**src/rtl/reorder_buffer_if.sv**
```systemverilog
// Dispatch/execute/retire bundle for reorder_buffer. The master side drives
// allocation and completion; the slave side (the ROB) drives the rest.
interface reorder_buffer_if #(
  parameter int TAG_W  = 4,
  parameter int PREG_W = 7,
  parameter int AREG_W = 5,
  parameter int PC_W   = 9
);
  logic              alloc_valid;
  logic              alloc_ready;
  logic [TAG_W-1:0]  alloc_tag;
  logic [PC_W-1:0]   alloc_pc;
  logic [AREG_W-1:0] alloc_rd;
  logic [PREG_W-1:0] alloc_prd;
  logic [PREG_W-1:0] alloc_old_prd;
  logic              cmpl_valid;
  logic [TAG_W-1:0]  cmpl_tag;
  logic              cmpl_mispredict;
  logic [PC_W-1:0]   cmpl_target;
  logic              commit_valid;
  logic [TAG_W-1:0]  commit_tag;
  logic [PC_W-1:0]   commit_pc;
  logic [AREG_W-1:0] commit_rd;
  logic [PREG_W-1:0] commit_prd;
  logic              free_valid;
  logic [PREG_W-1:0] commit_old_prd;
  logic              flush_valid;
  logic [PC_W-1:0]   flush_pc;
  logic [TAG_W:0]    count;

  modport master (
    output alloc_valid, alloc_pc, alloc_rd, alloc_prd, alloc_old_prd,
    output cmpl_valid, cmpl_tag, cmpl_mispredict, cmpl_target,
    input  alloc_ready, alloc_tag, commit_valid, commit_tag, commit_pc,
    input  commit_rd, commit_prd, free_valid, commit_old_prd,
    input  flush_valid, flush_pc, count
  );

  modport slave (
    input  alloc_valid, alloc_pc, alloc_rd, alloc_prd, alloc_old_prd,
    input  cmpl_valid, cmpl_tag, cmpl_mispredict, cmpl_target,
    output alloc_ready, alloc_tag, commit_valid, commit_tag, commit_pc,
    output commit_rd, commit_prd, free_valid, commit_old_prd,
    output flush_valid, flush_pc, count
  );
endinterface

```
**src/rtl/reorder_buffer.sv**
```systemverilog
// In-order retirement buffer: allocates tags at dispatch, retires one completed
// head entry per cycle, flushes on a mispredicted branch. Option: ROB_CMPL_BYPASS_EN.
module reorder_buffer #(
  parameter int DEPTH  = 16,
  parameter int TAG_W  = 4,
  parameter int PREG_W = 7,
  parameter int AREG_W = 5,
  parameter int PC_W   = 9
) (
  input logic              clk,
  input logic              rst,
  reorder_buffer_if.slave  bus
);
  localparam int PTR_W = TAG_W + 1;
  localparam logic [PTR_W-1:0] PTR_ONE = {{TAG_W{1'b0}}, 1'b1};

  logic [PTR_W-1:0]  head_r;
  logic [PTR_W-1:0]  tail_r;
  logic [DEPTH-1:0]  valid_r;
  logic [DEPTH-1:0]  done_r;
  logic [DEPTH-1:0]  misp_r;
  logic [PC_W-1:0]   pc_r      [DEPTH];
  logic [AREG_W-1:0] rd_r      [DEPTH];
  logic [PREG_W-1:0] prd_r     [DEPTH];
  logic [PREG_W-1:0] old_prd_r [DEPTH];
  logic [PC_W-1:0]   target_r  [DEPTH];

  logic [TAG_W-1:0] head_idx_s;
  logic [TAG_W-1:0] tail_idx_s;
  logic             full_s;
  logic             bypass_s;
  logic             commit_s;
  logic             flush_s;
  logic             ready_s;
  logic             push_s;
  logic             cmpl_ok_s;

  assign head_idx_s = head_r[TAG_W-1:0];
  assign tail_idx_s = tail_r[TAG_W-1:0];
  assign full_s     = (head_idx_s == tail_idx_s) && (head_r[TAG_W] != tail_r[TAG_W]);

`ifdef ROB_CMPL_BYPASS_EN
  // A completion aimed at the not-yet-done head retires in the same cycle.
  assign bypass_s = bus.cmpl_valid && (bus.cmpl_tag == head_idx_s) &&
                    valid_r[head_idx_s] && !done_r[head_idx_s];
`else
  assign bypass_s = 1'b0;
`endif

  assign commit_s  = valid_r[head_idx_s] && (done_r[head_idx_s] || bypass_s);
  assign flush_s   = commit_s && (bypass_s ? bus.cmpl_mispredict : misp_r[head_idx_s]);
  // Reset is folded in so dispatch sees "not ready" while the block is held in reset.
  assign ready_s   = rst && !full_s && !flush_s;
  assign push_s    = bus.alloc_valid && ready_s;
  assign cmpl_ok_s = bus.cmpl_valid && valid_r[bus.cmpl_tag] &&
                     !(push_s && (bus.cmpl_tag == tail_idx_s));

  assign bus.alloc_ready    = ready_s;
  assign bus.alloc_tag      = tail_idx_s;
  assign bus.count          = tail_r - head_r;
  assign bus.commit_valid   = commit_s;
  assign bus.commit_tag     = head_idx_s;
  assign bus.commit_pc      = pc_r[head_idx_s];
  assign bus.commit_rd      = rd_r[head_idx_s];
  assign bus.commit_prd     = prd_r[head_idx_s];
  assign bus.commit_old_prd = old_prd_r[head_idx_s];
  assign bus.free_valid     = commit_s && (prd_r[head_idx_s] != {PREG_W{1'b0}});
  assign bus.flush_valid    = flush_s;
  assign bus.flush_pc       = bypass_s ? bus.cmpl_target : target_r[head_idx_s];

  // Pointer and entry state; later assignments win when a commit clears the
  // head entry that a completion touched in the same cycle.
  always_ff @(posedge clk or negedge rst) begin
    if (!rst) begin
      head_r  <= {PTR_W{1'b0}};
      tail_r  <= {PTR_W{1'b0}};
      valid_r <= {DEPTH{1'b0}};
      done_r  <= {DEPTH{1'b0}};
      misp_r  <= {DEPTH{1'b0}};
      for (int i = 0; i < DEPTH; i++) begin
        pc_r[i]      <= {PC_W{1'b0}};
        rd_r[i]      <= {AREG_W{1'b0}};
        prd_r[i]     <= {PREG_W{1'b0}};
        old_prd_r[i] <= {PREG_W{1'b0}};
        target_r[i]  <= {PC_W{1'b0}};
      end
    end else if (flush_s) begin
      head_r  <= {PTR_W{1'b0}};
      tail_r  <= {PTR_W{1'b0}};
      valid_r <= {DEPTH{1'b0}};
      done_r  <= {DEPTH{1'b0}};
      misp_r  <= {DEPTH{1'b0}};
    end else begin
      if (cmpl_ok_s) begin
        done_r[bus.cmpl_tag]   <= 1'b1;
        misp_r[bus.cmpl_tag]   <= bus.cmpl_mispredict;
        target_r[bus.cmpl_tag] <= bus.cmpl_target;
      end
      if (push_s) begin
        valid_r[tail_idx_s]   <= 1'b1;
        done_r[tail_idx_s]    <= 1'b0;
        misp_r[tail_idx_s]    <= 1'b0;
        pc_r[tail_idx_s]      <= bus.alloc_pc;
        rd_r[tail_idx_s]      <= bus.alloc_rd;
        prd_r[tail_idx_s]     <= bus.alloc_prd;
        old_prd_r[tail_idx_s] <= bus.alloc_old_prd;
        tail_r                <= tail_r + PTR_ONE;
      end
      if (commit_s) begin
        valid_r[head_idx_s] <= 1'b0;
        done_r[head_idx_s]  <= 1'b0;
        head_r              <= head_r + PTR_ONE;
      end
    end
  end
endmodule

```
**src/flat_wrapper.sv**
```systemverilog
// flat-port wrapper written by rule: the top's interface ports become plain ports
module reorder_buffer_flat 
#(
  parameter int DEPTH  = 16,
  parameter int TAG_W  = 4,
  parameter int PREG_W = 7,
  parameter int AREG_W = 5,
  parameter int PC_W   = 9
)
  (clk, rst, bus_alloc_valid, bus_alloc_pc, bus_alloc_rd, bus_alloc_prd, bus_alloc_old_prd, bus_cmpl_valid, bus_cmpl_tag, bus_cmpl_mispredict, bus_cmpl_target, bus_alloc_ready, bus_alloc_tag, bus_commit_valid, bus_commit_tag, bus_commit_pc, bus_commit_rd, bus_commit_prd, bus_free_valid, bus_commit_old_prd, bus_flush_valid, bus_flush_pc, bus_count);
  reorder_buffer_if #(.TAG_W(TAG_W), .PREG_W(PREG_W), .AREG_W(AREG_W), .PC_W(PC_W)) bus_i ();
  input logic clk;
  input logic rst;
  input wire logic [$bits(bus_i.alloc_valid)-1:0] bus_alloc_valid;
  input wire logic [$bits(bus_i.alloc_pc)-1:0] bus_alloc_pc;
  input wire logic [$bits(bus_i.alloc_rd)-1:0] bus_alloc_rd;
  input wire logic [$bits(bus_i.alloc_prd)-1:0] bus_alloc_prd;
  input wire logic [$bits(bus_i.alloc_old_prd)-1:0] bus_alloc_old_prd;
  input wire logic [$bits(bus_i.cmpl_valid)-1:0] bus_cmpl_valid;
  input wire logic [$bits(bus_i.cmpl_tag)-1:0] bus_cmpl_tag;
  input wire logic [$bits(bus_i.cmpl_mispredict)-1:0] bus_cmpl_mispredict;
  input wire logic [$bits(bus_i.cmpl_target)-1:0] bus_cmpl_target;
  output wire logic [$bits(bus_i.alloc_ready)-1:0] bus_alloc_ready;
  output wire logic [$bits(bus_i.alloc_tag)-1:0] bus_alloc_tag;
  output wire logic [$bits(bus_i.commit_valid)-1:0] bus_commit_valid;
  output wire logic [$bits(bus_i.commit_tag)-1:0] bus_commit_tag;
  output wire logic [$bits(bus_i.commit_pc)-1:0] bus_commit_pc;
  output wire logic [$bits(bus_i.commit_rd)-1:0] bus_commit_rd;
  output wire logic [$bits(bus_i.commit_prd)-1:0] bus_commit_prd;
  output wire logic [$bits(bus_i.free_valid)-1:0] bus_free_valid;
  output wire logic [$bits(bus_i.commit_old_prd)-1:0] bus_commit_old_prd;
  output wire logic [$bits(bus_i.flush_valid)-1:0] bus_flush_valid;
  output wire logic [$bits(bus_i.flush_pc)-1:0] bus_flush_pc;
  output wire logic [$bits(bus_i.count)-1:0] bus_count;
  assign bus_i.alloc_valid = bus_alloc_valid;
  assign bus_i.alloc_pc = bus_alloc_pc;
  assign bus_i.alloc_rd = bus_alloc_rd;
  assign bus_i.alloc_prd = bus_alloc_prd;
  assign bus_i.alloc_old_prd = bus_alloc_old_prd;
  assign bus_i.cmpl_valid = bus_cmpl_valid;
  assign bus_i.cmpl_tag = bus_cmpl_tag;
  assign bus_i.cmpl_mispredict = bus_cmpl_mispredict;
  assign bus_i.cmpl_target = bus_cmpl_target;
  assign bus_alloc_ready = bus_i.alloc_ready;
  assign bus_alloc_tag = bus_i.alloc_tag;
  assign bus_commit_valid = bus_i.commit_valid;
  assign bus_commit_tag = bus_i.commit_tag;
  assign bus_commit_pc = bus_i.commit_pc;
  assign bus_commit_rd = bus_i.commit_rd;
  assign bus_commit_prd = bus_i.commit_prd;
  assign bus_free_valid = bus_i.free_valid;
  assign bus_commit_old_prd = bus_i.commit_old_prd;
  assign bus_flush_valid = bus_i.flush_valid;
  assign bus_flush_pc = bus_i.flush_pc;
  assign bus_count = bus_i.count;
  reorder_buffer #(.DEPTH(DEPTH), .TAG_W(TAG_W), .PREG_W(PREG_W), .AREG_W(AREG_W), .PC_W(PC_W)) u_core (.clk(clk), .rst(rst), .bus(bus_i));
endmodule
```
**config.mk**
```make
export PLATFORM = sky130hd
export DESIGN_NAME = reorder_buffer_flat
export DESIGN_NICKNAME = d
export VERILOG_FILES = /design/src/rtl/reorder_buffer_if.sv /design/src/rtl/reorder_buffer.sv /design/src/flat_wrapper.sv
export SDC_FILE = /design/constraint.sdc
export NUM_CORES = 1
export LEC_CHECK = 0
export BUFFER_PORTS_ARGS = -buffer_cell sky130_fd_sc_hd__buf_4
export CAP_MARGIN = 40
export CELL_PAD_IN_SITES_DETAIL_PLACEMENT = 0
export CELL_PAD_IN_SITES_GLOBAL_PLACEMENT = 1
export CORE_MARGIN = 3
export CORE_UTILIZATION = 31
export CTS_CLUSTER_DIAMETER = 30
export DETAILED_ROUTE_END_ITERATION = 10
export GPL_TIMING_DRIVEN = 0
export PLACE_DENSITY_LB_ADDON = 0.1
export SYNTH_ARGS = -nofsm -noshare
export SYNTH_HDL_FRONTEND = slang
export SYNTH_SLANG_ARGS = --single-unit
```
**constraint.sdc**
```tcl
create_clock -name clk -period 4.19 [get_ports clk]
set_input_delay 0.2095 -clock clk [delete_from_list [all_inputs] [get_ports clk]]
set_output_delay 0.2095 -clock clk [all_outputs]
set_load 0.02 [all_outputs]
```
After elaboration in Yosys (flattened, before gate mapping)
Index checks and enable logic that the tools add are counted.
{"block": "op_classes", "add_sub_neg": 3, "n_mul": 0, "div": 0, "n_lt_le_gt_ge": 11, "n_eq_ne": 3, "shift": 0, "mux": 61, "bitwise_logic": 12, "n_reduce_logical": 23}
{"operator": "144-bit bitwise mux", "n": 2}
{"operator": "112-bit bitwise mux", "n": 2}
{"operator": "16-bit 2-to-1 mux", "n": 14}
{"operator": "80-bit bitwise mux", "n": 1}
{"operator": "9-bit binary-select mux with 4-bit select", "n": 2}
{"operator": "9-bit demux with 4-bit select", "n": 2}
{"operator": "16-bit bitwise AND", "n": 4}
{"operator": "7-bit binary-select mux with 4-bit select", "n": 2}
{"operator": "9-bit 2-to-1 mux", "n": 6}
{"operator": "5-bit 2-to-1 mux", "n": 7}
{"operator": "7-bit 2-to-1 mux", "n": 5}
{"operator": "16-bit NOT", "n": 2}
{"operator": "16-bit OR", "n": 2}
{"operator": "7-bit demux with 4-bit select", "n": 1}
{"operator": "5-bit binary-select mux with 4-bit select", "n": 1}
{"operator": "5-bit demux with 4-bit select", "n": 1}
{"operator": "1-bit binary-select mux with 4-bit select", "n": 4}
{"operator": "16-bit bitwise mux", "n": 1}
{"operator": "5-bit greater-or-equal comparator (second input constant)", "n": 3}
{"operator": "1-bit logical AND", "n": 15}
{"operator": "4-bit by 5-bit < comparator with 1-bit output (second input constant)", "n": 3}
{"operator": "4-bit NOT with 5-bit output", "n": 3}
{"operator": "1-bit demux with 4-bit select", "n": 3}
{"operator": "4-bit by 1-bit greater-or-equal comparator with 1-bit output (second input constant)", "n": 3}
{"operator": "other kinds (11)", "n": 24}
{"block": "totals", "register_bits": 650, "latch_bits": 0, "mem_bits_rw": 0, "rom_bits": 0, "out_inout_bits": 54, "elab_cells": 198, "memories": 0}

Logic depth before layout (Yosys ltp)
Gate-level depths: netlist (run 1).
{"block": "depth", "ltp_word": 18, "depth_mapped": 16, "ltp_nobuf": 8}

Least setup slack after synthesis (run 1)
OpenSTA, ideal clock, no wires.
{"block": "synth_path", "kind": "reg-to-reg", "from": "register u_core.head_r[1]", "to": "register u_core.target_r[10] in the netlist's numbering", "arrival_time_ns": 3.679, "required_time_ns": 4.065, "path_slack_ns": 0.386, "stages_incl_launch_ff": 16, "n_path_buf": 7, "path_cell_list": "dfrtp_1 > buf_2 > buf_2 > clkbuf_1 > clkbuf_1 > inv_1 > ha_1 > nand4_1 > nor2b_1 > clkbuf_1 > or3_1 > clkbuf_1 > buf_2 > nand3_1 > nor2_2 > mux2_2"}
{"block": "synth_between", "elab_chain_len": 11, "elab_cells_between_ends": 20, "classes_between": "eq/ne: 1; mux: 6; bitwise: 1; reduce/logical: 12"}
{"item": "start: declaration", "line_no": "reorder_buffer.sv:17", "rtl": "logic [PTR_W-1:0] head_r;"}
{"item": "start signal: assignment", "line_no": "reorder_buffer.sv:75", "rtl": "head_r <= {PTR_W{1'b0}};"}
{"item": "start signal: assignment", "line_no": "reorder_buffer.sv:88", "rtl": "head_r <= {PTR_W{1'b0}};"}
{"item": "start signal: assignment", "line_no": "reorder_buffer.sv:112", "rtl": "head_r <= head_r + PTR_ONE;"}
{"item": "1-bit binary-select mux with 4-bit select", "line_no": "reorder_buffer.sv:50", "rtl": "assign commit_s = valid_r[head_idx_s] && (done_r[head_idx_s] || bypass_s);"}
{"item": "1-bit 2-to-1 mux (implied by the code)", "line_no": "reorder_buffer.sv:50"}
{"item": "1-bit logical AND", "line_no": "reorder_buffer.sv:50"}
{"item": "1-bit logical AND", "line_no": "reorder_buffer.sv:51", "rtl": "assign flush_s = commit_s && (bypass_s ? bus.cmpl_mispredict : misp_r[head_idx_s]);"}
{"item": "1-bit logical NOT", "line_no": "reorder_buffer.sv:53", "rtl": "assign ready_s = rst && !full_s && !flush_s;"}
{"item": "1-bit logical AND", "line_no": "reorder_buffer.sv:53"}
{"item": "1-bit logical AND", "line_no": "reorder_buffer.sv:54", "rtl": "assign push_s = bus.alloc_valid && ready_s;"}
{"item": "1-bit logical AND", "line_no": "reorder_buffer.sv:56", "rtl": "!(push_s && (bus.cmpl_tag == tail_idx_s));"}
{"item": "1-bit logical NOT", "line_no": "reorder_buffer.sv:56"}
{"item": "1-bit logical AND", "line_no": "reorder_buffer.sv:55", "rtl": "assign cmpl_ok_s = bus.cmpl_valid && valid_r[bus.cmpl_tag] &&"}
{"item": "2-bit AND reduction (no source line) *"}
{"item": "end signal: indexed assignment", "line_no": "reorder_buffer.sv:85", "rtl": "target_r[i] <= {PC_W{1'b0}};"}
{"item": "end signal: indexed assignment", "line_no": "reorder_buffer.sv:97", "rtl": "target_r[bus.cmpl_tag] <= bus.cmpl_target;"}
{"item": "end: declaration", "line_no": "reorder_buffer.sv:26", "rtl": "logic [PC_W-1:0] target_r [DEPTH];"}
Mark *: on every way between the ends. The rest lies on a longest branch, timed or not. The select of a mux whose other input is x is not followed.
A chain may end at the register's enable or synchronous reset.

Worst setup path after layout (run 1)
{"block": "layout_path", "from": "register u_core.head_r[1]", "to": "register u_core.target_r[101] in the netlist's numbering"}
The elaborated chain is that of the path after synthesis.

==> impl_metrics.csv, run 1 <==
group,metric,value,unit
placement,placed_cells,3338,
placement,dp_hpwl,62300,um
clock_tree,clk_pin_slew,0.04,ns
power,pwr_density_cell,829,mW/mm2
global_routing,grtUsageMet3,0.0418,
drt,via_per_inst,5.02,
worst_setup_path,cp-end-kind,"flip-flop",
sta,fin_crit_sh,0.949,
floorplan,row_count,114,
job,maxCapViolCount,0,
placement,dp_slack,-1.99,ns
floorplan,die_w,319,um
drt,drt.antenna.violating_nets,0,
placement,gp_congestion,0.820,
global_routing,grt_max_degree,124,
floorplan,die-height,319,um
floorplan,initial_utilization,0.313,
status,status,"finished clean",
yosys,ys_warn_count,0,
yosys,seq_area_frac_synth,0.536,
clock_tree,clock_latency,0.73,ns
sta,slew_viol_final,0,
sta,hold_viol,0,
clock_tree,clock-sinks,650,
yosys,syn_avg_cell_area,15.7,um2
worst_hold_path,hp-class,"input port to async pin",
global_routing,grt_busiest_layer,"met2",
sta,setup_violations,0,
clock_tree,cts_buffer_depth,3,
drt,first_pass_iters,5,
clock_tree,h-tree-depth,4,
global_routing,grt_pass1_wl,139000,um
sta,tightest_slew,0.885,ns
floorplan,die-area,0.102,mm2
power,p_leak,0.0181,uW
global_routing,gr-usage-met1,0.248,
yosys,syn_inst,1931,
drt,drc,0,
sta,fin_skew,0.0215,ns
clock_tree,cts_made_buffers,177,
worst_setup_path,cp.arrival,4.57,ns
yosys,ys_ff_latch,650,
finish,syn2layout_area_growth,32.4,%
global_routing,grt_pass1_vias,20400,
drt,vias,18600,
sta,fin_ws,0.215,ns
floorplan,fp.coreArea,0.0969,mm2
sta,rsz0062_at_grt,"no",
global_routing,antenna_found_initial,4,
global_routing,grt_overflow_total,0,
yosys,yosys.cell_types.count,44,
power,vdd_drop_max,0.447,mV
floorplan,io_pins,100,
yosys,yosys.area.top_type,"dfrtp_1",
finish,instances_no_fill,3706,
global_routing,use_met2,0.298,
drt,wl_per_cell,25.0,um
global_routing,grt_use_total,0.185,
finish,final_util,0.414,
finish,drive_above_1_share,0.555,
sta,post-route-min-period,3.97,ns
yosys,synth_area_leaders,"dfrtp_1, mux2_2, mux4_2",
yosys,synth_top_area_share,0.536,
drt,drt_iter0_drc,852,
clock_tree,cts_tree,"yes",
clock_tree,root_buffer,"clkbuf_16",
drt,finalWirelength,92800,um
placement,portBuffers,97,
yosys,syn_nets,1990,
worst_setup_path,worst-setup-path-type,"flip-flop to flip-flop",
finish,fin_nets,2343,
worst_setup_path,critPathRequiredTime,4.78,ns
sta,slew_headroom,0.410,
worst_setup_path,worstPathMaxFanout,10,
worst_setup_path,setup.worst_path.start_class,"flip-flop",
yosys,syn_area,0.0303,mm2
sta,max_clock_freq,0.252,GHz
==> repair_timing <==
action,in CTS,in global routing
hold buffers,40,0
endpoints found under the setup margin,678,261
setup buffers,0,5
pin swaps,1,1
endpoints found under the hold margin,322,0
gates resized for setup,92,31
==> power by group <==
part,leakage (uW),internal (uW),switching (uW)
combinational,0.00652,5290,4520
clock,0.00303,9520,4040
sequential,0.00851,8680,1210
total,0.0181,23500,9770
==> state kept, by name, summed over array words and instances (netlist names) <==
signal,count
u_core.rd_r,80
u_core.pc_r,144
u_core.head_r,5
u_core.target_r,144
u_core.misp_r,16
u_core.old_prd_r,112
u_core.prd_r,112
u_core.tail_r,5
u_core.valid_r,16
u_core.done_r,16
==> per-stage QoR <==
stage	total power, uW	hold WS (ns)	setup TNS [ns]	area [um2]
after global routing	35000	0.166	0	40100
after detailed placement	19700	0.317	-773.21	33200
after CTS	33800	0.123	-0.367	40000
final	33300	0.112	0	40100
after global placement	19200	0.469	-6491.88	32600
after floorplan	16100	-0.0861	0	30300
==> cell usage after synthesis, drive strengths merged <==
| cell type | n |
|---|---|
| nand2 | 24 |
| nand2b | 6 |
| nor2b | 6 |
| a21o | 3 |
| and4 | 2 |
| a31oi | 16 |
| inv | 11 |
| nor3b | 2 |
| xnor2 | 9 |
| a22o | 1 |
| ha | 12 |
| a22oi | 2 |
| a211oi | 8 |
| and2 | 2 |
| or3 | 2 |
| a21oi | 20 |
| or2 | 11 |
| o22ai | 2 |
| mux2 | 592 |
| nand4 | 5 |
| o21a | 1 |
| mux4 | 201 |
| fa | 1 |
| o21ai | 17 |
| dfrtp | 650 |
| nand3 | 26 |
| clkbuf | 78 |
| a31o | 2 |
| xor2 | 3 |
| o22a | 15 |
| mux2i | 19 |
| nor4 | 2 |
| and3 | 1 |
| nor2 | 59 |
| buf | 98 |
| nor3 | 22 |
==> routing by layer <==
| layer | vias to the layer above | routed length (um) |
|---|---|---|
| met3 | 134 | 3880 |
| li1 | 8013 | - |
| met4 | 0 | 1900 |
| met5 | - | 0 |
| met1 | 10100 | 42300 |
| met2 | 412 | 44700 |
==> worst paths after layout <==
path / startpoint / end / slack, ns / depth (start not counted)
max: u_core.head_r[1]$_DFFE_PN0P_ / u_core.target_r[101]$_DFFE_PN0P_ / 0.22 / 14
max reg2reg: u_core.head_r[1]$_DFFE_PN0P_ / u_core.target_r[101]$_DFFE_PN0P_ / 0.22 / 14
min in group clk: bus_cmpl_tag[1] / u_core.done_r[4]$_DFF_PN0_ / 0.30 / 5
min: rst / u_core.rd_r[77]$_DFFE_PN0P_ / 0.11 / 2
min reg2reg: u_core.target_r[59]$_DFFE_PN0P_ / u_core.target_r[59]$_DFFE_PN0P_ / 0.49 / 1
max in group asynchronous: rst / u_core.old_prd_r[88]$_DFFE_PN0P_ / 2.33 / 4
==> layout by cell type (no fill, tap or decap), types with 6 or more instances in the layout <==
| cell | n |
|---|---|
| a31oi_1 | 16 |
| dlygate4sd3_1 | 40 |
| buf_6 | 51 |
| nor2_4 | 6 |
| clkbuf_8 | 38 |
| a211oi_1 | 8 |
| o22a_1 | 15 |
| clkbuf_16 | 177 |
| clkinv_2 | 42 |
| or2_1 | 11 |
| buf_4 | 125 |
| mux4_2 | 201 |
| nor2_1 | 49 |
| nand2b_1 | 6 |
| nand3_1 | 25 |
| clkbuf_1 | 96 |
| nand2_1 | 24 |
| a21oi_1 | 20 |
| nor3_1 | 16 |
| buf_8 | 21 |
| inv_1 | 11 |
| dfrtp_1 | 649 |
| bufinv_16 | 19 |
| mux2_2 | 563 |
| mux2_4 | 24 |
| nor2b_1 | 6 |
| mux2i_1 | 19 |
| o21ai_0 | 17 |
| buf_2 | 29 |
| ha_1 | 12 |
| xnor2_1 | 9 |
==> area by class of cell <==
class	count	area, um2
buffer	174	1120
inverter	11	41.3
clock inverter	81	1070
tap	1276	1600
fill	8858	56700
timing repair buffer	176	1710
sequential	650	16300
antenna	1	2.50
clock buffer	243	5060
multi-input combinational	1094	13300
==> worst max-delay path: stages, from the launching register on <==
cell	delay, ns
dfrtp_2	0.42
buf_6	0.22
buf_6	0.23
clkbuf_4	0.28
clkbuf_4	0.26
inv_1	0.13
ha_1	0.33
nand4_1	0.08
nor2b_1	0.05
clkbuf_4	0.21
or3_4	0.45
nand3_1	0.23
or2_1	0.15
buf_2	0.39
mux2_2	0.39
==> cell families (layout without fill, tap and decap cells) <==
logic type      count (synthesis)  in the layout  share of synthesized area
buf+inv                       187            685                     0.0304
flops                         650            650                      0.536
xor+xnor                       12             12                    0.00347
simple gates                  170            170                     0.0273
fa+ha+maj                      13             13                    0.00561
mux                           812            812                      0.378
compound gates                 87             87                     0.0185
other cells                     0              1                          0
No activity file was read; power rests on OpenSTA's default activity.
==> inputs of run 2 (changes only) <==
--- a/config.mk
+++ b/config.mk
@@ -5,12 +5,12 @@
 export SDC_FILE = /design/constraint.sdc
 export NUM_CORES = 1
 export LEC_CHECK = 0
-export BUFFER_PORTS_ARGS = -buffer_cell sky130_fd_sc_hd__buf_4
+export BUFFER_PORTS_ARGS = -buffer_cell sky130_fd_sc_hd__buf_2
 export CAP_MARGIN = 40
 export CELL_PAD_IN_SITES_DETAIL_PLACEMENT = 0
 export CELL_PAD_IN_SITES_GLOBAL_PLACEMENT = 1
 export CORE_MARGIN = 3
-export CORE_UTILIZATION = 31
+export CORE_UTILIZATION = 53
 export CTS_CLUSTER_DIAMETER = 30
 export DETAILED_ROUTE_END_ITERATION = 10
 export GPL_TIMING_DRIVEN = 0
==> run 2 against run 1 <==
Net effect:
- total power decreased by 8.8%
- critical path depth increased by 1
- combinational power decreased by 6.0%
- register-to-register slack got worse by 0.11 ns
- non-clock buffer count decreased by 4
- setup slack got worse by 0.11 ns
- clock skew decreased by 0.0015 ns
- core utilization increased by 25 points
- via count increased by 0.40%
- fmax decreased by 2.7%
- clock power decreased by 18%
==> impl_metrics.csv, run 2 (synthesis results as in run 1) <==
group,metric,value,unit
status,status,"finished clean",
worst_hold_path,hp-class,"input port to async pin",
worst_setup_path,r2r_slack,0.11,ns
sta,post-route-min-period,4.08,ns
worst_setup_path,setup.worst_path.start_class,"flip-flop",
floorplan,fp.coreArea,0.0565,mm2
sta,tightest_slew,0.992,ns
global_routing,grt_busiest_layer,"met2",
sta,setup_violations,0,
placement,place_area,0.0321,mm2
worst_setup_path,cp.arrival,4.66,ns
worst_setup_path,worst-setup-path-type,"flip-flop to flip-flop",
floorplan,io_pins,100,
worst_setup_path,cp-end-kind,"flip-flop",
placement,dp_hpwl,53300,um
clock_tree,clk_pin_slew,0.05,ns
finish,syn2layout_area_growth,24.6,%
global_routing,grt_pass1_wl,124000,um
power,power,30300,uW
finish,final_common_cell,"dfrtp_1",
placement,portBuffers,97,
global_routing,grt_use_total,0.279,
placement,gp_congestion,0.920,
sta,hold_viol,0,
floorplan,die-area,0.0601,mm2
floorplan,die_w,245,um
power,p_leak,0.0173,uW
global_routing,grtUsageMet3,0.0606,
finish,layout_common_cells,"dfrtp_1, mux2_2, mux4_2, clkbuf_16, buf_2",
clock_tree,cts_buffer_depth,3,
global_routing,grt_pass1_vias,20300,
finish,reg_top3,"u_core.pc_r x144, u_core.target_r x144",
drt,finalWirelength,81100,um
global_routing,gr-usage-met1,0.370,
global_routing,use_met2,0.452,
drt,vias,18700,
worst_setup_path,critPathRequiredTime,4.77,ns
floorplan,row_count,87,
finish,fin_area,0.0378,mm2
clock_tree,root_buffer,"clkbuf_16",
power,pwr_density_cell,803,mW/mm2
clock_tree,cts_tree,"yes",
finish,drive_above_1_share,0.541,
drt,drt_iter0_drc,1167,
finish,nFillCells,3986,
finish,fin_nets,2301,
drt,via_per_inst,6.01,
sta,max_clock_freq,0.245,GHz
clock_tree,cts_made_buffers,139,
clock_tree,h-tree-depth,4,
clock_tree,clock-sinks,650,
sta,slew_headroom,0.339,
worst_setup_path,worstPathMaxFanout,10,
power,vdd_drop_max,0.472,mV
sta,rsz0062_at_grt,"yes",
drt,drt.antenna.violating_nets,0,
job,maxCapViolCount,0,
sta,fin_crit_sh,0.975,
sta,slew_viol_final,0,
sta,setup_tns,0,ns
drt,first_pass_iters,5,
global_routing,grt_max_degree,121,
global_routing,antenna_found_initial,1,
sta,fin_skew,0.0200,ns
drt,wl_per_cell,26.0,um
clock_tree,clock_latency,0.71,ns
drt,drc,0,
floorplan,initial_utilization,0.537,
global_routing,grt_overflow_total,0,
floorplan,die-height,245,um
==> run 2: cell types whose count changed in the layout (fill, tap and decap cells not counted), moves of 7 or more <==
| cell | delta |
|---|---|
| clkinvlp_4 | +7 |
| buf_6 | -14 |
| clkbuf_1 | -9 |
| clkbuf_8 | -11 |
| buf_8 | -12 |
| buf_4 | -87 |
| clkinv_2 | -17 |
| buf_2 | +99 |
| clkbuf_16 | -32 |
==> run 2: final timing paths <==
path / from / to / cells after the start
worst max register to register: u_core.head_r[1]$_DFFE_PN0P_ / u_core.old_prd_r[2]$_DFFE_PN0P_ / 15
max in group asynchronous: rst / u_core.pc_r[11]$_DFFE_PN0P_ / 4
worst min-delay path: rst / u_core.rd_r[72]$_DFFE_PN0P_ / 2
worst min register to register: u_core.target_r[96]$_DFFE_PN0P_ / u_core.target_r[96]$_DFFE_PN0P_ / 1
worst max-delay path: u_core.head_r[1]$_DFFE_PN0P_ / u_core.old_prd_r[2]$_DFFE_PN0P_ / 15
min in group clk: bus_cmpl_tag[2] / u_core.done_r[0]$_DFF_PN0_ / 4
==> run 2: routing by layer <==
layer  share of wire  up-vias  wire length, um
met2            0.50      534            40400
met3           0.049      155             3980
li1                -     7894                -
met1            0.42    10100            34200
met5               0        -                0
met4           0.031        0             2500
==> run 2: report_power, final <==
part / total, uW / switching [uW] / internal, uW
Sequential: 9940 / 1260 / 8680
Combinational: 9220 / 4250 / 4970
Clock: 11200 / 3460 / 7710
Total: 30300 / 8970 / 21400
==> run 2: critical path: stages (launching register included) <==
cell and delay, ns:
dfrtp_2 0.44, buf_6 0.22, buf_6 0.23, clkbuf_4 0.28
clkbuf_2 0.27, inv_1 0.14, ha_1 0.33, nand4_1 0.08
nor2b_1 0.05, clkbuf_2 0.21, nor2_4 0.26, and3_4 0.31
nor2b_1 0.23, buf_6 0.23, buf_4 0.28, mux2_2 0.37
==> run 2: cell type report <==
cell class	instances	area [um2]	share of cell area
clock inverters	64	807	0.0214
plain buffers	175	1040	0.0276
flip-flops and latches	650	16300	0.431
multi-input cells	1094	13200	0.350
clock buffers	190	4060	0.107
diodes	1	2.50	0.0000662
repair buffers	171	1410	0.0372
well taps	756	946	0.0250
inverters	11	41.3	0.00109
==> run 2: repair_timing <==
action	in CTS	in global routing
setup endpoints to repair	675	283
hold buffers	40	0
cloned	0	0
resized for setup	58	25
buffers inserted	5	4
endpoints found under the hold margin	342	0
pin swaps	5	0
==> run 2: stage by stage <==
| step | hold slack, ns | instances | utilization | setup WS (ns) |
|---|---|---|---|---|
| detailed placement | 0.383 | 2808 | 0.569 | -1.54 |
| CTS | 0.223 | 3106 | 0.667 | 0.0119 |
| floorplan | -0.0861 | 1931 | - | 0.386 |
| global placement | 0.470 | 2784 | 0.562 | -11.59 |
| global route | 0.276 | 3112 | 0.669 | -0.0183 |
| finish | 0.202 | 3112 | 0.669 | 0.105 |
==> inputs of run 3 (changes only) <==
--- a/config.mk
+++ b/config.mk
@@ -5,12 +5,13 @@
 export SDC_FILE = /design/constraint.sdc
 export NUM_CORES = 1
 export LEC_CHECK = 0
+export ABC_AREA = 1
 export BUFFER_PORTS_ARGS = -buffer_cell sky130_fd_sc_hd__buf_2
 export CAP_MARGIN = 40
 export CELL_PAD_IN_SITES_DETAIL_PLACEMENT = 0
 export CELL_PAD_IN_SITES_GLOBAL_PLACEMENT = 1
 export CORE_MARGIN = 3
-export CORE_UTILIZATION = 53
+export CORE_UTILIZATION = 47
 export CTS_CLUSTER_DIAMETER = 30
 export DETAILED_ROUTE_END_ITERATION = 10
 export GPL_TIMING_DRIVEN = 0
==> run 3 against run 2 <==
Net effect:
- core utilization down 8.2 points
- area after synthesis up 6.4%
- combinational power up 32%
- hold slack worse by 0.16 ns
- via count up 62%
- clock-buffer cell count up 15
- critical endpoint is now bus_free_valid
- largest cell class unchanged
==> impl_metrics.csv, run 3 <==
group,metric,value,unit
status,status,"finished clean",
sta,post-route-min-period,4.15,ns
drt,vias,30300,
finish,fin_nets,4561,
floorplan,die-area,0.0718,mm2
worst_setup_path,crit_top_cell,"buf_6",
floorplan,die_w,268,um
sta,slew_viol_final,0,
worst_setup_path,slowest_delay,0.47,ns
clock_tree,cts_tree,"yes",
yosys,ys_warn_count,0,
yosys,synth_common_cells,"nand2_1, dfrtp_1, o21ai_0, inv_1, a21oi_1",
sta,setup_tns,0,ns
yosys,ys_ff_latch,650,
worst_hold_path,hp-class,"input port to flip-flop",
drt,via_per_inst,5.52,
clock_tree,clock-sinks,650,
yosys,syn_nets,4295,
yosys,syn_inst,4236,
worst_setup_path,cp_num_buf_inv,7,
power,power,34000,uW
worst_setup_path,cpLargestDelayFamily,"buffers and inverters",
finish,drive_above_1_share,0.117,
worst_setup_path,cpMaxStageDelayCell,"dfrtp_2",
job,maxCapViolCount,0,
worst_setup_path,cp.arrival,3.94,ns
drt,drt_iter0_drc,3208,
clock_tree,cts_buffer_depth,3,
sta,max_clock_freq,0.241,GHz
finish,reg_top3,"u_core.pc_r x144, u_core.target_r x144",
sta,hold_ws,0.0445,ns
yosys,syn_area,0.0323,mm2
power,pwr_density_cell,858,mW/mm2
placement,gp_congestion,0.940,
yosys,synthArstFlopShare,1.00,
clock_tree,root_buffer,"clkbuf_16",
sta,fin_crit_sh,0.990,
placement,dp_hpwl,88000,um
global_routing,grt_max_degree,117,
sta,tightest_slew,0.924,ns
drt,drc,0,
yosys,synth_area_leaders,"dfrtp_1, nand2_1, o21ai_0",
global_routing,antenna_found_initial,0,
drt,drt.antenna.violating_nets,0,
sta,hold_viol,0,
sta,rsz0062_at_grt,"yes",
finish,final_common_cell,"nand2_1",
sta,fin_skew,0.0267,ns
clock_tree,h-tree-depth,4,
worst_setup_path,worstSetupStartpoint,"u_core.head_r[0]$_DFFE_PN0P_",
global_routing,grt_overflow_total,0,
worst_setup_path,r2r-start,"u_core.head_r[1]$_DFFE_PN0P_",
global_routing,grt_use_total,0.347,
yosys,synth_top_area_share,0.504,
power,vdd_drop_max,0.534,mV
drt,wl_met1,51100,um
drt,wl_per_cell,22.5,um
placement,portBuffers,62,
drt,first_pass_iters,6,
worst_setup_path,cp-end-kind,"output port",
finish,syn2layout_area_growth,23.0,%
floorplan,die-height,268,um
sta,slew_headroom,0.384,
drt,wl_met2,55900,um
worst_setup_path,crit_chain,"buf_6 -> buf_6 -> buf_6 -> buf_4 -> clkbuf_4 -> buf_4 -> a21oi_1 -> o21ai_0 -> nand2_1 -> nand2_1 -> nand4_1 -> nor2_1 -> a31oi_1 -> buf_2",
drt,wl_met3,11000,um
yosys,seq_area_frac_synth,0.504,
floorplan,initial_utilization,0.477,
worst_setup_path,worst-setup-path-type,"flip-flop to output port",
yosys,synth_enable_flop_cells,0,
yosys,yosys.area.top_type,"dfrtp_1",
sta,setup_violations,0,
yosys,synth_flop_cell,"dfrtp_1",
yosys,synth.most_common_cell,"nand2_1",
yosys,syn_avg_cell_area,7.61,um2
clock_tree,cts_setup_buffers,0,
finish,diodes,0,
finish,final_util,0.586,
global_routing,grt_pass1_vias,29700,
finish,layout_common_cells,"nand2_1, dfrtp_1, o21ai_0, inv_1, a21oi_1",
clock_tree,clk_pin_slew,0.05,ns
worst_setup_path,worstPathMaxFanout,10,
worst_hold_path,hold_path_startpoint,"bus_alloc_pc[5]",
worst_setup_path,setup.worst_path.start_class,"flip-flop",
clock_tree,cts_made_buffers,150,
drt,finalWirelength,124000,um
power,p_leak,0.0200,uW
clock_tree,clock_latency,0.73,ns
worst_setup_path,critPathRequiredTime,3.98,ns
floorplan,fp.coreArea,0.0676,mm2
drt,maxUsedRoutingLayer,"met4",
global_routing,grt_pass1_wl,185000,um
yosys,yosys.cell_types.count,36,
floorplan,row_count,95,
floorplan,io_pins,100,
[run 3: final cells by class]
type	instances	area, um2
clock buffer	205	4330
tap	873	1090
sequential	650	16300
clock inverter	67	910
inverter	397	1490
buffer	333	1780
multi-input combinational	2856	12800
timing repair buffer	114	958
fill	6422	28000
[run 3: report_power, final]
group | internal (uW) | total (uW) | switching (uW) | leakage, uW
combinational | 3650 | 12200 | 8530 | 0.00936
sequential | 8690 | 9770 | 1080 | 0.00806
clock | 8340 | 12100 | 3750 | 0.00257
total | 20700 | 34000 | 13400 | 0.0200
[run 3: kinds of logic after synthesis]
| logic type | Yosys count | synth area share |
|---|---|---|
| flip-flops | 650 | 0.504 |
| adder cells (fa/ha/maj) | 13 | 0.00528 |
| XOR/XNOR | 7 | 0.00190 |
| AO/OA/AOI/OAI | 1098 | 0.174 |
| AND/OR/NAND/NOR | 1738 | 0.216 |
| buffers and inverters | 730 | 0.0993 |
[run 3: worst min-delay path: stages]
cell and delay (ns):
clkbuf_1 0.29, nand2_1 0.15, o21ai_0 0.06
[run 3: path summary, 6_finish.rpt]
path	cells past startpoint	slack [ns]	to
worst max-delay path	14	0.04	bus_free_valid
worst min-delay path	3	0.04	u_core.pc_r[86]$_DFFE_PN0P_
worst max register to register	17	0.10	u_core.old_prd_r[78]$_DFFE_PN0P_
worst min register to register	2	0.46	u_core.old_prd_r[21]$_DFFE_PN0P_
max in group asynchronous	5	2.27	u_core.target_r[43]$_DFFE_PN0P_
min in group asynchronous	2	0.09	u_core.pc_r[124]$_DFFE_PN0P_
[run 3: layer usage]
layer  track usage  vias to the layer above
li1              -                    14100
met1         0.459                    14600
met2         0.548                     1374
met3        0.0808                      316
met4         0.156                        0
met5             0                        -
[run 3: what timing repair did]
item,CTS,global route
endpoints found under the setup margin,270,57
hold buffers,39,0
hold endpoints to repair,303,0
gates resized for setup,43,34
[run 3: per-stage QoR]
| step | setup slack, ns | std cells | area, um2 |
|---|---|---|---|
| finish | 0.0403 | 5495 | 39700 |
| global route | -0.0399 | 5495 | 39700 |
| CTS | 0.00906 | 5495 | 39600 |
| detailed placement | -0.582 | 5184 | 33900 |
| global placement | -11.47 | 5171 | 33700 |
| floorplan | 1.29 | 4236 | 32300 |
